**config.mk**
```make
export PLATFORM = sky130hd
export DESIGN_NAME = seg595_scan_ctrl
export DESIGN_NICKNAME = d
export VERILOG_FILES = /design/src/rtl/seg595_scan_ctrl.sv
export SDC_FILE = /design/constraint.sdc
export NUM_CORES = 1
export LEC_CHECK = 0
export ABC_AREA = 1
export ABC_CLOCK_PERIOD_IN_PS = 2700
export CORE_MARGIN = 8
export CORE_UTILIZATION = 60
export DETAILED_ROUTE_END_ITERATION = 12
export HOLD_SLACK_MARGIN = 0.06
export PLACE_DENSITY = 0.84
export SYNTH_ARGS = -nofsm -noshare
export SYNTH_HDL_FRONTEND = slang
export SYNTH_SLANG_ARGS = --single-unit
```
**constraint.sdc**
```tcl
create_clock -name clk -period 2.7 [get_ports clk]
set_input_delay 0.54 -clock clk [delete_from_list [all_inputs] [get_ports clk]]
set_output_delay 0.54 -clock clk [all_outputs]
set_load 0.05 [all_outputs]
```
**src/rtl/seg595_scan_ctrl.sv**
```systemverilog
// seg595_scan_ctrl: 6-digit 7-segment scan scheduler serialising {sel[5:0], seg[7:0]} frames into a 74HC595 chain.
// Build option LEADING_ZERO_BLANK_EN blanks zero digits above the most-significant nonzero digit.
module seg595_scan_ctrl #(
  parameter int CLK_DIV  = 2,
  parameter int SCAN_CYC = 50000,
  parameter int DIGITS   = 6
) (
  input  logic        clk,
  input  logic        rst_n,
  input  logic        en,
  input  logic [23:0] bcd,
  input  logic [5:0]  dp,
  output logic        stcp,
  output logic        shcp,
  output logic        ds,
  output logic        oe
);
  localparam int DW = $clog2(2 * CLK_DIV);
  localparam int CW = $clog2(SCAN_CYC);
  typedef enum logic [2:0] {IDLE, LOAD, SHIFT, LATCH, HOLD} state_t;
  state_t state;
  logic [2:0] idx;
  logic [3:0] bit_cnt;
  logic [DW-1:0] div;
  logic [CW-1:0] cnt;
  logic [23:0] bcd_q;
  logic [5:0] dp_q;
  logic [12:0] sr;
  logic [23:0] src_bcd;
  logic [5:0] src_dp;
  logic [3:0] dig;
  logic [6:0] pat;
  logic blank;
  logic [13:0] frame;
  // digit 0 takes the live inputs so the whole refresh comes from the sample taken in that LOAD
  assign src_bcd = idx == 3'd0 ? bcd : bcd_q;
  assign src_dp = idx == 3'd0 ? dp : dp_q;
  assign dig = src_bcd[{idx, 2'b00} +: 4];
  always_comb
    case (dig)
      4'd0: pat = 7'h40;
      4'd1: pat = 7'h79;
      4'd2: pat = 7'h24;
      4'd3: pat = 7'h30;
      4'd4: pat = 7'h19;
      4'd5: pat = 7'h12;
      4'd6: pat = 7'h02;
      4'd7: pat = 7'h78;
      4'd8: pat = 7'h00;
      4'd9: pat = 7'h10;
      default: pat = 7'h7F;
    endcase
`ifdef LEADING_ZERO_BLANK_EN
  logic [5:0] nz;
  always_comb
    for (int k = 0; k < 6; k++) nz[k] = |src_bcd[4*k +: 4];
  assign blank = idx != 3'd0 && (nz >> idx) == 6'd0;
`else
  assign blank = 1'b0;
`endif
  assign frame = {6'b000001 << idx, ~src_dp[idx], blank ? 7'h7F : pat};
  always_ff @(posedge clk or negedge rst_n)
    if (!rst_n) begin
      state <= IDLE;
      idx <= '0;
      cnt <= '0;
      div <= '0;
      bit_cnt <= '0;
      sr <= '0;
      bcd_q <= '0;
      dp_q <= '0;
      stcp <= 1'b0;
      shcp <= 1'b0;
      ds <= 1'b0;
      oe <= 1'b1;
    end else begin
      cnt <= state == IDLE ? '0 : cnt + 1'b1;
      case (state)
        IDLE: begin
          oe <= 1'b1;
          stcp <= 1'b0;
          shcp <= 1'b0;
          ds <= 1'b0;
          if (en) state <= LOAD;
        end
        LOAD: begin
          if (idx == 3'd0) begin
            bcd_q <= bcd;
            dp_q <= dp;
          end
          sr <= frame[12:0];
          ds <= frame[13];
          shcp <= 1'b0;
          div <= '0;
          bit_cnt <= '0;
          state <= SHIFT;
        end
        SHIFT: begin
          div <= div + 1'b1;
          if (div == DW'(CLK_DIV - 1)) shcp <= 1'b1;
          if (div == DW'(2 * CLK_DIV - 1)) begin
            div <= '0;
            shcp <= 1'b0;
            if (bit_cnt == 4'd13) begin
              stcp <= 1'b1;
              state <= LATCH;
            end else begin
              bit_cnt <= bit_cnt + 1'b1;
              ds <= sr[12];
              sr <= {sr[11:0], 1'b0};
            end
          end
        end
        LATCH: begin
          div <= div + 1'b1;
          if (div == DW'(CLK_DIV - 1)) begin
            stcp <= 1'b0;
            ds <= 1'b0;
            oe <= 1'b0;
            state <= HOLD;
          end
        end
        HOLD:
          if (cnt == CW'(SCAN_CYC - 1)) begin
            idx <= idx == 3'(DIGITS - 1) ? 3'd0 : idx + 3'd1;
            if (en) begin
              cnt <= '0;
              state <= LOAD;
            end else begin
              oe <= 1'b1;
              state <= IDLE;
            end
          end
        default: state <= IDLE;
      endcase
    end
endmodule

```
==> results.toml <==
[setup_path]
r2r-end = "sr[3]$_DFFE_PN0P_"
cp.depth = 1
critical_path.slowest_cell = "clkdlybuf4s50_1"
crit_path_max_incr_delay_ps = 800
critPathKind = "flop to primary output"
cp_num_buf_inv = 1
reg2reg_depth = 16
cp-end-kind = "primary output"
worstSetupEndpoint = "oe"
reg2reg_from = "idx[0]$_DFFE_PN0P_"
arrival_ps = 1710
crit_fanout = 2
cp_top_family = "buffers and inverters"
cp_cell_sequence = "clkdlybuf4s50_1"
r2r_setup_slack_ps = 500
critPathLaunch = "oe$_DFFE_PN1P_"
crit_required_ps = 2160
cp-start-kind = "flop"

[sta]
worst_slew_pin_slew_ps = 543
rsz0062_at_grt = "false"
fin_crit_ps = 2250
slew_headroom = 0.638
finalCritPeriodShare = 0.834
drv_slew = 0
setup_viol = 0
finalHoldViolCount = 0
finClkSkew_ps = 11.4
setup_slack_ps = 448
fmax_mhz = 444
tns_ps = 0

[grt]
grt_max_degree = 41
grt_pass1_vias = 3374
track_usage = 0.194
antenna_found_initial = 0
overflow = 0
grt_pass1_wl_mm = 15.3

[final_layout]
finalNonFillerCells = 615
num-nets-final = 574
final_area_mm2 = 0.00468
syn2layout_area_growth_pct = 16.4
antenna_cells = 0
multi_input_area_mm2 = 0.00180
regArea_mm2 = 0.00188
drive_gt1_frac = 0.136
nFillCells = 523

[routing]
drc = 0
final_antenna_net_count = 0
wl_mm = 8.81
firstDrtPassIters = 5
detail_route.wl_per_cell_um = 14.3
vias = 3372
viasPerCell = 5.48
dr.first_iter.drc_count = 227

[synthesis]
ys_seq_area_frac = 0.467
avgSynthCellArea_um2 = 8.24
yosysWarnings = 0
ys.flop_type = "dfrtp_1"
syn_inst = 488
synth_enable_flop_cells = 0
synth_area_mm2 = 0.00402
synth_cell_types = 43
synth_fp_nets = 532
synthArstFlopShare = 1.00
synth-seq-cells = 75

[clock_tree]
max-clock-path-buffers = 2
hold_buffers = 0
cts_max_level = 3
clkTransAtPathRegs_ps = 80
cts_root_buf = "clkbuf_8"
post_cts_resized = 0
cts_buffers = 9
cts.sinks = 75
cts_tree = "yes"
postCtsSetupBuffers = 0
clock_latency_ps = 360

[placed_design]
place_congestion = 0.919
placed_cells = 599
dpl_worst_slack_ps = 437
post-dp-hpwl_mm = 6.40
numPortBuffers = 36
placed_cell_area_mm2 = 0.00449

[floorplan]
dieArea_mm2 = 0.00958
core_mm2 = 0.00664
die_y_um = 97.9
io-pin-count = 37
die_w_um = 97.9
fp-row-count = 30
start_util = 0.605

[outcome]
status = "complete, no violations"

[run]
cap_viol_max_count = 0

[pwr]
power_mw = 4.42
leakage_nw = 2.21
p_per_area_mw_per_mm2 = 944
ir_worst_vdd_mv = 0.498

[hold_path]
hp-class = "input pin to async pin"
-- registers in the layout, summed over array words and instances, names as in the netlist, 2 cells and up --
name     cells
bcd_q       24
bit_cnt      4
cnt         16
div          2
dp_q         6
idx          3
sr          13
state        3
-- power breakdown --
part,total [mW],switching [mW],internal [mW]
registers,1.81,0.242,1.57
clock network,0.884,0.430,0.454
logic,1.72,1.04,0.682
-- layer usage --
metal	vias up	wire (um)	share of wire	GRT usage
li1	1651	-	-	-
met1	1614	3840	0.44	0.237
met2	87	4390	0.50	0.327
met3	20	387	0.044	0.0384
met4	0	192	0.022	0.0767
met5	-	0	0	0
-- through the flow --
stage	hold WS (ps)	util
after global routing	194	0.704
final	158	0.704
after floorplan	244	-
after detailed placement	465	0.675
after global placement	436	0.675
after CTS	166	0.704
-- cell type report --
class	instances	share of cell area
clock buffer	12	0.0310
sequential	75	0.401
tap	80	0.0214
multi-input combinational	330	0.386
clock inverter	4	0.0104
inverter	72	0.0594
timing repair buffer	42	0.0909
-- cell usage in the layout, fill, tap and decap left out, drive strengths merged, types with 2 or more instances in the layout --
| cell | count |
|---|---|
| ha | 11 |
| nor3 | 9 |
| o22ai | 4 |
| a21oi | 21 |
| clkinv | 3 |
| nand3 | 26 |
| nor4 | 3 |
| a31oi | 6 |
| buf | 7 |
| o31ai | 3 |
| o21ai | 29 |
| nand4 | 4 |
| clkbuf | 12 |
| o211ai | 2 |
| mux2 | 18 |
| clkdlybuf4s50 | 35 |
| nor2 | 64 |
| xor2 | 4 |
| xnor2 | 2 |
| nor3b | 2 |
| dfrtp | 74 |
| nand2 | 115 |
| inv | 72 |
-- logic make-up after synthesis --
kind of cell / count (synthesis) / share of synthesized area
DFF: 75 / 0.467
AOI/OAI and AO/OA: 70 / 0.103
adders and majority gates: 11 / 0.0342
and+or+nand+nor: 225 / 0.248
xor gates and xnor gates: 6 / 0.0131
buffers and inverters: 83 / 0.0840
muxes: 18 / 0.0504
-- cell usage after synthesis (2+ instances only) --
cell      count  area (um2)
buf_2         6        30.0
nor2_2        5        31.3
inv_1        63         236
nand4_1       4        25.0
dfrtp_1      74        1850
nor2_4        2        22.5
a21oi_1      20         100
nand3_1      25         125
o21ai_0      22         110
xor2_1        4        35.0
inv_2         7        26.3
ha_1         11         138
o22ai_1       3        18.8
nand2_1     104         390
o31ai_1       3        22.5
nor3b_1       2        15.0
xnor2_1       2        17.5
mux2_2       18         203
nand2_4       3        33.8
nor2_1       57         214
clkbuf_1      4        15.0
nor3_1        8        40.0
nor4_1        3        18.8
o211ai_1      2        15.0
a31oi_1       6        37.5
o21ai_1       6        30.0
nand2_2       8        50.1
-- worst min-delay path by stage --
stage	from	end	slack, ps
2_1_floorplan	rst_n	bcd_q[0]$_DFFE_PN0P_	240
4_1_cts	rst_n	bcd_q[19]$_DFFE_PN0P_	170
3_3_place_gp	cnt[0]$_DFF_PN0_	cnt[0]$_DFF_PN0_	440
6_report	rst_n	bcd_q[19]$_DFFE_PN0P_	160
3_5_place_dp	bit_cnt[3]$_DFFE_PN0P_	bit_cnt[3]$_DFFE_PN0P_	470
5_1_grt	rst_n	bcd_q[19]$_DFFE_PN0P_	190
(Power assumes the default switching activity.)
